==> src/rtl/mem_pkg.sv <==
// Shared definitions for the load/store unit: op codes, memory mode, FSM states
// and the alignment rule used at request accept.
package mem_pkg;

  typedef enum logic [2:0] {
    OP_LW  = 3'd0,
    OP_LH  = 3'd1,
    OP_LHU = 3'd2,
    OP_LB  = 3'd3,
    OP_LBU = 3'd4,
    OP_SW  = 3'd5,
    OP_SH  = 3'd6,
    OP_SB  = 3'd7
  } op_e;

  // Mode 2'b11 clears the addressed word, so only word mode is ever driven.
  localparam logic [1:0] DM_MODE_WORD = 2'b00;

  typedef enum logic [2:0] {
    S_IDLE    = 3'd0,
    S_LOAD    = 3'd1,
    S_EXTRACT = 3'd2,
    S_MERGE   = 3'd3,
    S_WRITE   = 3'd4,
    S_RESP    = 3'd5
  } state_e;

  function automatic logic is_misaligned(input logic [2:0] op, input logic [1:0] off);
    case (op)
      OP_LW, OP_SW:          return off != 2'b00;
      OP_LH, OP_LHU, OP_SH:  return off[0];
      OP_LB, OP_LBU, OP_SB:  return 1'b0;
      default:               return 1'b1;
    endcase
  endfunction

  function automatic logic is_load(input logic [2:0] op);
    return (op == OP_LW) || (op == OP_LH) || (op == OP_LHU) ||
           (op == OP_LB) || (op == OP_LBU);
  endfunction

endpackage

==> src/rtl/lane_align.sv <==
// Combinational byte-lane steering: load extraction with sign/zero extension and
// sub-word merge of store data into a previously read word (little-endian lanes).
module lane_align
  import mem_pkg::*;
(
  input  logic [31:0] i_word,
  input  logic [15:0] i_wdata,
  input  logic [1:0]  i_off,
  input  logic [2:0]  i_op,
  output logic [31:0] o_rdata,
  output logic [31:0] o_merged
);

  logic [7:0]  w_byte;
  logic [15:0] w_half;

  always_comb begin
    w_byte  = i_word[{i_off, 3'b000} +: 8];
    w_half  = i_word[{i_off[1], 4'b0000} +: 16];
    o_rdata = i_word;
    case (i_op)
      OP_LB:   o_rdata = {{24{w_byte[7]}}, w_byte};
      OP_LBU:  o_rdata = {24'h0, w_byte};
      OP_LH:   o_rdata = {{16{w_half[15]}}, w_half};
      OP_LHU:  o_rdata = {16'h0, w_half};
      default: o_rdata = i_word;
    endcase
  end

  always_comb begin
    o_merged = i_word;
    if (i_op == OP_SB)
      o_merged[{i_off, 3'b000} +: 8] = i_wdata[7:0];
    else if (i_op == OP_SH)
      o_merged[{i_off[1], 4'b0000} +: 16] = i_wdata;
  end

endmodule

==> src/rtl/mem_access_ctrl.sv <==
// Load/store unit between the MEM stage and a word-wide data memory. One request
// at a time; sub-word stores are done as read-modify-write of the full word.
module mem_access_ctrl
  import mem_pkg::*;
#(
  parameter int ADDR_W = 12
) (
  input  logic              clk,
  input  logic              rst_n,
  input  logic              req_valid,
  output logic              req_ready,
  input  logic [2:0]        req_op,
  input  logic [ADDR_W-1:0] req_addr,
  input  logic [31:0]       req_wdata,
  output logic              rsp_valid,
  output logic [31:0]       rsp_rdata,
  output logic              rsp_misalign,
  output logic [ADDR_W-1:0] dm_addr,
  output logic [31:0]       dm_din,
  output logic              dm_we,
  output logic [1:0]        dm_mode,
  input  logic [31:0]       dm_dout
);

  state_e            r_state, w_next;
  logic [2:0]        r_op;
  logic [1:0]        r_off;
  logic [15:0]       r_wdata;
  logic [31:0]       r_rdata, r_din;
  logic [ADDR_W-1:0] r_addr;
  logic              r_misalign;
  logic              w_accept, w_mis;
  logic [31:0]       w_rdata, w_merged;

  assign w_accept = req_valid && req_ready;
  assign w_mis    = is_misaligned(req_op, req_addr[1:0]);

  lane_align u_lane (
    .i_word   (dm_dout),
    .i_wdata  (r_wdata),
    .i_off    (r_off),
    .i_op     (r_op),
    .o_rdata  (w_rdata),
    .o_merged (w_merged)
  );

  always_ff @(posedge clk) begin
    if (!rst_n) r_state <= S_IDLE;
    else        r_state <= w_next;
  end

  always_comb begin
    w_next = r_state;
    case (r_state)
      S_IDLE: begin
        if (w_accept) begin
          if (w_mis)                 w_next = S_RESP;
          else if (req_op == OP_SW)  w_next = S_WRITE;
          else                       w_next = S_LOAD;
        end
      end
      S_LOAD:    w_next = is_load(r_op) ? S_EXTRACT : S_MERGE;
      S_EXTRACT: w_next = S_RESP;
      S_MERGE:   w_next = S_WRITE;
      S_WRITE:   w_next = S_RESP;
      S_RESP:    w_next = S_IDLE;
      default:   w_next = S_IDLE;
    endcase
  end

  // rst_n gates the strobes directly so a store cut by reset never writes.
  always_comb begin
    req_ready = (r_state == S_IDLE) && rst_n;
    rsp_valid = (r_state == S_RESP);
    dm_we     = (r_state == S_WRITE) && rst_n;
    dm_mode   = DM_MODE_WORD;
  end

  always_ff @(posedge clk) begin
    if (!rst_n) begin
      r_op       <= '0;
      r_off      <= '0;
      r_wdata    <= '0;
      r_rdata    <= '0;
      r_din      <= '0;
      r_addr     <= '0;
      r_misalign <= 1'b0;
    end else begin
      if (w_accept) begin
        r_op       <= req_op;
        r_off      <= req_addr[1:0];
        r_wdata    <= req_wdata[15:0];
        r_addr     <= {req_addr[ADDR_W-1:2], 2'b00};
        r_rdata    <= '0;
        r_misalign <= w_mis;
        if (req_op == OP_SW) r_din <= req_wdata;
      end
      if (r_state == S_EXTRACT) r_rdata <= w_rdata;
      if (r_state == S_MERGE)   r_din   <= w_merged;
    end
  end

  assign rsp_rdata    = r_rdata;
  assign rsp_misalign = r_misalign;
  assign dm_addr      = r_addr;
  assign dm_din       = r_din;

endmodule
==> config.mk <==
export PLATFORM = sky130hd
export DESIGN_NAME = mem_access_ctrl
export DESIGN_NICKNAME = d
export VERILOG_FILES = /design/src/rtl/mem_pkg.sv /design/src/rtl/lane_align.sv /design/src/rtl/mem_access_ctrl.sv
export SDC_FILE = /design/constraint.sdc
export NUM_CORES = 1
export LEC_CHECK = 0
export ABC_AREA = 1
export BUFFER_PORTS_ARGS = -buffer_cell sky130_fd_sc_hd__clkbuf_2
export CAP_MARGIN = 15
export CORE_MARGIN = 5
export CORE_UTILIZATION = 47
export CTS_CLUSTER_DIAMETER = 30
export DETAILED_ROUTE_END_ITERATION = 16
export PLACE_DENSITY_LB_ADDON = 0.05
export SYNTH_ARGS = -nofsm -noshare
export SYNTH_HDL_FRONTEND = slang
export SYNTH_SLANG_ARGS = --single-unit
export TNS_END_PERCENT = 50
==> constraint.sdc <==
create_clock -name clk -period 1.9 [get_ports clk]
set_input_delay 0.19 -clock clk [delete_from_list [all_inputs] [get_ports clk]]
set_output_delay 0.19 -clock clk [all_outputs]
set_load 0.005 [all_outputs]
Word level (Yosys, flattened, before mapping)
Cells that the tools add are included.
W data, S select, Z words.

cells by class
  add/subtract/negate cells = 2
  equal/unequal tests = 19
  shift-type cells = 6
  multiplexer cells = 16
  reductions and logical operators = 19

operators with widths
  operator                   count
  $mux W32                   7
  $pmux W32 S4               1
  $bwmux W32                 2
  $shift A16 B7 Y32 const A  1
  $shift A8 B7 Y32 const A   1
  $shiftx A16 B7 Y32         1
  $shiftx A32 B6 Y16         1
  $shiftx A32 B6 Y8          1
  $shiftx A8 B7 Y32          1
  $eq A3 B3 Y1 const B       9
  $eq A3 B2 Y1 const B       6
  $neg A5 Y7                 2
  $pmux W3 S4                1
  $eq A3 B1 Y1 const B       3
  $logic_not A3 Y1           3
  $mux W3                    3
  $reduce_bool A2 Y1         4
  $reduce_or A3 Y1           2
  $logic_or A1 B1 Y1         4
  $reduce_or A2 Y1           2
  $logic_and A1 B1 Y1        3
  $pmux W1 S3                1
  $ne A2 B2 Y1 const B       1
  $reduce_and A2 Y1          1
  $mux W1                    1

storage, ports and cells
  register bits = 99
  input port bits = 82
  logic and storage cells = 70

Longest topological paths before layout
Gate-level depths: netlist of run 1.

  word-level depth = 7
  depth in mapped cells = 14

Hierarchy
Synthesis of run 1 repeated with hierarchy kept, for this count alone.

second synthesis, totals
  cells, all modules = 1,207
  area, all modules = 6,835.3 um^2

by module, submodules not included
  module           times used  cells each  area an instance (um^2)  seq. area each (um^2)
  mem_access_ctrl  1           578         4,169.0                  1,981.9
  lane_align       1           629         2,666.3                  0.0

Worst setup path after synthesis of run 1
No wires, ideal clock.

  path kind = register to register
  start point = register r_off[0]
  end point = register r_din[25], in the netlist dm_din[25]
  arrival = 1.813 ns
  required time = 1.836 ns
  slack = 0.023 ns
  stages on the path, launching flop included = 15
  buffers on the path = 3
  clock period less this slack = 1.877 ns
  cell sequence = dfxtp_1 buf_2 inv_1 buf_2 ha_1 clkbuf_1 inv_1 nand2_1 nor2_1 nand2_1 nand2_1 nand2_1 nor2_1 nor2_1 nor2_1

on the way
  word-level cells in the longest chain between the ends = 5
  elaborated cells between the ends (all ways) = 6

ends and longest elaborated chain
  element                                                line                   source
  from (decl)                                            mem_access_ctrl.sv:27  logic [1:0] r_off;
  from (signal assigned)                                 mem_access_ctrl.sv:91  r_off <= req_addr[1:0];
  $neg A5 Y7 (*)                                         lane_align.sv:33       o_merged[{i_off, 3'b000} +: 8] = i_wdata[7:0];
  $shiftx A8 B7 Y32 or $shift A8 B7 Y32 (tied branches)  lane_align.sv:33
  $bwmux W32 (*)                                         lane_align.sv:33
  $mux W32 (*)                                           lane_align.sv:32       if (i_op == OP_SB)
  $mux W32 (*)                                           mem_access_ctrl.sv:99  if (r_state == S_MERGE) r_din <= w_merged;
  to (signal assigned)                                   mem_access_ctrl.sv:96  if (req_op == OP_SW) r_din <= req_wdata;
  to (signal assigned)                                   mem_access_ctrl.sv:99
  to (decl)                                              mem_access_ctrl.sv:29  logic [31:0] r_rdata, r_din;

Mark *: on every way between the ends. The rest lies on a longest branch, timed or not.
A chain may end at the register's enable or synchronous reset.

Worst setup path in the final report of run 1
  start point = register r_off[1]
  end point = register r_din[28], in the netlist dm_din[28]

on the way
  word-level cells in the longest chain between the ends = 6
  elaborated cells between the ends (all ways) = 11

ends and longest elaborated chain
  element                                                  line                   source
  $neg A5 Y7                                               lane_align.sv:35       o_merged[{i_off[1], 4'b0000} +: 16] = i_wdata;
  $shiftx A16 B7 Y32 or $shift A16 B7 Y32 (tied branches)  lane_align.sv:35
  $bwmux W32                                               lane_align.sv:35
  $mux W32                                                 lane_align.sv:34       else if (i_op == OP_SH)
  $mux W32 (*)                                             lane_align.sv:32
  $mux W32 (*)                                             mem_access_ctrl.sv:99

Marks and branches as above.

==> summary.txt, run 1 <==
Power and ir drop
  • Max IR drop VDD: around 0.00052 V
  • LEAKAGE: 3.96 nW
  • PD cells: just under 1000 nW/um^2

Finish
  • Non-filler cells, final: 1482
  • Area occupied by multi-input gates: 3790 um^2
  • Net count reported at finish: about 1400
  • Fillcell total: 1495
  • Share of layout cells above drive strength 1: between 15 and 20%
  • Sequential cell area: just under 2000 um^2
  • N_diodes: 0
  • Fin util: 57.2%
  • P&R area growth vs syn: 20.9%

Critical path
  • Worst setup path category: flip-flop to flip-flop
  • WP buf/inv: 3
  • Slowest stage cell on the critical path: dfxtp_2
  • CP cell instances: buf_12 > ha_1 > clkinv_1 > nor2_1 > buf_4 > nand2_1 > nand2_1 > nand2_1 > nor2_1 > nor2_1 > nor2_1
  • Register-to-register setup slack: 0.11 ns
  • Critical Path Stages: 11
  • Critical path arrival: 2.09 ns
  • Crit start category: flip-flop
  • CP peak stage delay: 0.36 ns
  • Crit path max-delay family: simple AND/OR/NAND/NOR gates
  • CP required: 2.19 ns
  • CP Max Fanout: ~80
  • FF-to-FF End: dm_din[28]
  • Element type at the critical path end: flip-flop
  • Worst R2R Start: r_off[1]
  • CP most frequent cell: nor2_1
  • Worst reg2reg path depth: 11

Synthesis
  • Synth Instances: around 1200
  • Most common cell in the synthesized netlist: nand2_1
  • Adder-cell share of the synthesized area: 0.963%
  • Most common library cells after synthesis: 401 x nand2_1, 171 x nor2_1, 99 x dfxtp_1
  • Number of synthesized flops with an enable pin: 0
  • Syn_area_per_cell: 5.62 um^2
  • Post-synthesis sequential area ratio: 30.5%
  • Mapped Area: 6490 um^2
  • Post-synth top area share: 30.5%
  • Synth Area in XOR/XNOR: 0%
  • Main combinational cell family by area after synthesis: simple AND/OR/NAND/NOR gates
  • Main synth FF type: dfxtp_1
  • Post-synth cell types: 25
  • Seq cells post-synth: 99
  • Largest area contributor in the netlist: dfxtp_1
  • Post-synthesis mux area share: 0%
  • Post-synthesis compound-gate area fraction: between 10% and 20%
  • Yosys Warn Count: 0
  • Largest cells by area after synthesis: dfxtp_1 31%, nand2_1 23%, nor2_1 9.9%
  • Simple-gate area share of the yosys netlist: 41.3%
  • Asr flop ratio synth: 0%

Placement
  • Placed Instances: 1464
  • Pre-CTS WS: 0.0910 ns
  • HPWL Detailed: 16200 um
  • Routability cong.: approximately 0.94
  • PortBufs: 159

STA
  • Fin crit period: 1.79 ns
  • Tightest Pin Transition: just under 0.6 ns
  • Max transition margin: 61.2%
  • Final hold violations: 0
  • Crit share post-route: 94.4%
  • Slew Limit Fails: 0
  • Worst Skew: 0.00776 ns
  • Final setup vio count: 0
  • Fmax: 557 MHz
  • Final worst slack: roughly 0.11 ns

Min path
  • HP Class: primary input to flip-flop
  • Worst min-delay path startpoint: req_addr[3]
  • Worst hold endpoint: dm_addr[3]
  • Hold depth: 3

Floorplan
  • Initial Util: 47.3%
  • Die area: 16300 um^2
  • Die height: 128 um
  • Die X: 128 um
  • Row Count: 43
  • I/O pins: about 160
  • Core footprint: roughly 14000 um^2

Clock network
  • CTS tree: built
  • Worst-Skew Late Latency: 0.36 ns
  • Clk buf depth: 2
  • Root buffer cell: clkbuf_16
  • H-tree lvl count: 3
  • CTS Buf Count: 9
  • CTS sink count: 99
  • CTS clk-pin slew, worst paths: roughly 0.070 ns

Route
  • Antenna Nets Post-Route: 0
  • Wirelength, routed: 21300 um
  • First-pass DRT Iterations: 6
  • Residual DRC: 0
  • Per-cell routed wire length: 14.4 um
  • Starting DRC count in detailed routing: 600
  • Via count: between 7000 and 8000
  • Vias/cell: 5.08

GRT
  • Largest net degree at the start of global routing: 80
  • Initial antenna violation count: 0
  • First-pass GRT wire length: between 30000 and 40000 um
  • Gr usage total: 26.0%
  • Vias in the first global route: 6723
  • Total grt overflow: 0

Run
  • Max-cap viol count: 0

Run status
  • Status: finished, final reports clean
tightest hold or removal path, cell delays in order:
cell      delay (ns)
clkbuf_2        0.07
nand2_1         0.04
nand2_1         0.05
kinds of logic after synthesis:
group,Yosys count
and+or+nand+nor,673
AOI/OAI and AO/OA,198
buffers and inverters,179
DFF,99
adders and majority gates,5
other,1
final cells by class:
| type | instances | share of cell area, % |
|---|---|---|
| well taps | 180 | 2.87 |
| flip-flops and latches | 99 | 25.3 |
| multi-input cells | 880 | 48.2 |
| clock buffers | 12 | 3.14 |
| clock inverters | 4 | 0.414 |
| repair buffers | 203 | 15.1 |
| inverters | 104 | 4.97 |
power by group:
part | internal, mW | total (mW) | switching (mW)
Clock | 0.936 | 1.79 | 0.851
Combinational | 1.12 | 3.11 | 1.99
Sequential | 2.43 | 2.68 | 0.252
Total | 4.49 | 7.58 | 3.09
worst max path at each step:
stage               startpoint          to
floorplan             r_off[0]  dm_din[25]
global placement    r_state[1]  dm_din[22]
detailed placement  r_state[1]  dm_din[22]
CTS                 r_state[1]  dm_din[22]
global route          r_off[1]  dm_din[30]
finish                r_off[1]  dm_din[28]
registers in the layout, summed over array words and instances, names as in the netlist:
| signal | cells |
|---|---|
| rsp_misalign | 1 |
| rsp_rdata | 32 |
| dm_addr | 10 |
| r_wdata | 16 |
| r_off | 2 |
| r_op | 3 |
| r_state | 3 |
| dm_din | 32 |
metal layers:
metal  vias up  global-route usage, %  wire length (um)  part of all wire, %
li1       3901                      -                 -                    -
met1      3309                   37.3              9830                   46
met2       279                   38.8              9170                   43
met3        39                   3.97              1620                  7.6
met4         0                   10.9               656                  3.1
met5         -                      0                 0                    0
metrics by stage:
step	hold WS, ns	power (mW)	cell area (um^2)	setup TNS [ns]
floorplan	0.301	4.75	6510	0
global placement	0.384	5.76	7540	0
detailed placement	0.388	5.78	7540	0
CTS	0.0138	7.58	7820	0
global route	0.0259	8.16	7850	-0.00276
finish	0.0219	7.58	7850	0
cells in the final DEF (no fill, tap or decap):
cell,n
nand2_1,401
nor2_1,167
clkbuf_2,159
dfxtp_1,98
inv_1,95
o21ai_0,93
a21oi_1,90
nand3_1,78
buf_4,39
nor3_1,10
o21ai_1,10
clkbuf_16,9
nand4_1,8
inv_2,5
nor2_2,5
ha_1,5
buf_12,5
clkinv_1,4
conb_1,4
o211ai_1,3
nand3_2,2
clkbuf_1,2
clkinvlp_4,2
inv_6,2
o21ai_4,1
a31oi_1,1
nand2_2,1
nand3_4,1
clkbuf_8,1
dfxtp_2,1
timing repair:
| item | CTS | global route |
|---|---|---|
| resized for setup | 0 | 7 |
| buffers inserted | 0 | 2 |
| hold endpoints to repair | 0 | 0 |
| hold buffers | 0 | 0 |
| setup endpoints to repair | 0 | 36 |
No activity file was read; power rests on OpenSTA's default activity.
==> inputs of run 2 (changes only) <==
==> constraint.sdc (replaced) <==
create_clock -name clk -period 1.9 [get_ports clk]
set_input_delay 0.19 -clock clk [delete_from_list [all_inputs] [get_ports clk]]
set_output_delay 0.19 -clock clk [all_outputs]
set_load 0.01 [all_outputs]
==> run 2 against run 1 <==
First-iteration DRC count grew 11%. Cell count fell by 0.20%. Critical endpoint is now dm_din[24]. Maximum frequency up 2.7%. Largest cell class unchanged.
==> summary.txt, run 2 (synthesis gave the netlist of run 1 again) <==
Run status
  • Status: finished, final reports clean

Finish
  • Commonest non-fill, non-tap cell in the layout: nand2_1
  • Area occupied by multi-input gates: 3790 um^2 (about the same)
  • Most frequent cells in the layout: 401 x nand2_1, 166 x nor2_1, 159 x clkbuf_2
  • Share of layout cells above drive strength 1: 17.9% (-0.036 points)
  • N_diodes: 0 (unchanged)
  • Net count reported at finish: 1381 (-0.22%)
  • Non-filler cells, final: 1479 (-0.20%)
  • Fin util: 57.1% (-0.10 points)
  • P&R area growth vs syn: 20.7%
  • Fillcell total: 1459 (-2.4%)
  • Design Area, Final: 7840 um^2 (-0.18%)
  • Sequential cell area: 1980 um^2 (unchanged)

Clock network
  • Root buffer cell: clkbuf_16
  • Worst-Skew Late Latency: 0.36 ns (about the same)
  • Clk buf depth: 2 (unchanged)
  • CTS tree: built
  • H-tree lvl count: 3 (unchanged)
  • CTS Buf Count: 9 (unchanged)
  • CTS clk-pin slew, worst paths: 0.07 ns (about the same)
  • CTS sink count: 99 (unchanged)

STA
  • Max transition margin: 65.4% (+4.2 points)
  • Worst Skew: 0.00768 ns (-0.0000740 ns)
  • Fin crit period: 1.75 ns (-0.0471 ns)
  • Fmax: 572 MHz (+2.7%)
  • Worst hold slack: 0.0201 ns (-0.00179 ns)
  • Final setup vio count: 0 (unchanged)
  • Setup tns final: 0 ns (unchanged)
  • Final hold violations: 0 (unchanged)
  • Slew Limit Fails: 0 (unchanged)
  • RSZ-0062 raised after global routing: yes
  • Tightest Pin Transition: 0.518 ns (-0.0629 ns)
  • Final worst slack: 0.153 ns (+0.0471 ns)
  • Crit share post-route: 92.0% (-2.5 points)

Floorplan
  • Core footprint: 13700 um^2 (unchanged)
  • Die area: 16300 um^2 (unchanged)
  • I/O pins: 164 (unchanged)
  • Row Count: 43 (unchanged)
  • Initial Util: 47.3% (unchanged)
  • Die height: 128 um (unchanged)
  • Die X: 128 um (unchanged)

Route
  • Wirelength, routed: 21300 um (+0.27%)
  • Via count: 7491 (-0.49%)
  • Per-cell routed wire length: 14.4 um (+0.48%)
  • Starting DRC count in detailed routing: 668 (+11%)
  • Vias/cell: 5.06 (-0.29%)
  • Antenna Nets Post-Route: 0 (unchanged)
  • Residual DRC: 0 (unchanged)
  • First-pass DRT Iterations: 5 (-1)

GRT
  • Vias in the first global route: 6832 (+1.6%)
  • Total grt overflow: 0 (unchanged)
  • Initial antenna violation count: 0 (unchanged)
  • First-pass GRT wire length: 34100 um (-0.28%)
  • Largest net degree at the start of global routing: 80 (unchanged)
  • Gr usage total: 26.0% (about the same)

Placement
  • Dpl cell area: 7530 um^2 (-0.20%)
  • Routability cong.: 0.940 (+0.11%)
  • HPWL Detailed: 16100 um (-0.46%)
  • Placed Instances: 1462 (-0.14%)
  • PortBufs: 159 (unchanged)
  • Pre-CTS WS: 0.0853 ns (-0.00569 ns)

Critical path
  • Element type at the critical path end: flip-flop
  • Worst setup path category: flip-flop to flip-flop
  • Critical path arrival: 2.04 ns (-0.05 ns)
  • Crit start category: flip-flop
  • CP Max Fanout: 79 (unchanged)
  • CP required: 2.19 ns (about the same)

Run
  • Max-cap viol count: 0 (unchanged)

Power and ir drop
  • Clock power share: 23.5% (about the same)
  • Total Power: 7.69 mW (+1.5%)
  • PD cells: 982 nW/um^2 (+1.7%)
  • Flop pwr share: 34.8% (-0.6 points)
  • Int Pwr: 4.48 mW (-0.16%)
  • Comb pwr share: 41.8% (+0.7 points)
  • Sw Share: 41.8% (+0.96 points)
  • Max IR drop VDD: 0.000485 V (-6.6%)
  • Sw Pwr: 3.21 mW (+3.9%)
  • LEAKAGE: 3.95 nW (-0.15%)

Min path
  • HP Class: primary input to flip-flop
-- run 2: repair_timing --
item,CTS,global route
setup endpoints to repair,0,47
hold buffers,0,0
buffers inserted,0,1
hold endpoints to repair,0,0
gates resized for setup,0,7
-- run 2: power by group through the flow --
stage	registers (mW)	logic (mW)	clock network, mW
2_1_floorplan	2.77	2.08	0
3_3_place_gp	2.72	3.14	0
5_1_grt	2.72	3.62	1.94
4_1_cts	2.67	3.18	1.85
6_report	2.68	3.21	1.80
3_5_place_dp	2.72	3.17	0
-- run 2: critical path, stage by stage, from the launching register on --
cell and delay, ns:
dfxtp_2 0.36, buf_12 0.27, ha_1 0.21, clkinv_1 0.07, nor2_1 0.08, buf_4 0.15, nand2_1 0.06, nand2_1 0.07
nand2_1 0.04, nor2_1 0.22, nor2_1 0.07, nor2_1 0.08
-- run 2: final cells by class --
class / instances / share of cell area, %
Clock buffer: 10 / 3.05
Sequential cell: 99 / 25.3
Multi-Input combinational cell: 880 / 48.3
Clock inverter: 6 / 0.591
Timing Repair Buffer: 200 / 14.9
Inverter: 104 / 4.98
Tap cell: 180 / 2.87
-- run 2: path summary, 6_finish.rpt --
check / slack (ns) / to / start / cells after the start
min: 0.02 / dm_addr[11] / req_addr[11] / 3
max: 0.15 / dm_din[24] / r_off[1] / 11
max reg2reg: 0.15 / dm_din[24] / r_off[1] / 11
min reg2reg: 0.46 / dm_addr[2] / dm_addr[2] / 2
-- run 2: layer usage --
| metal | share of wire, % | track usage [%] |
|---|---|---|
| met1 | 46 | 36.6 |
| met4 | 3.6 | 12.3 |
| met2 | 42 | 38.4 |
| met5 | 0 | 0 |
| met3 | 8.3 | 4.85 |
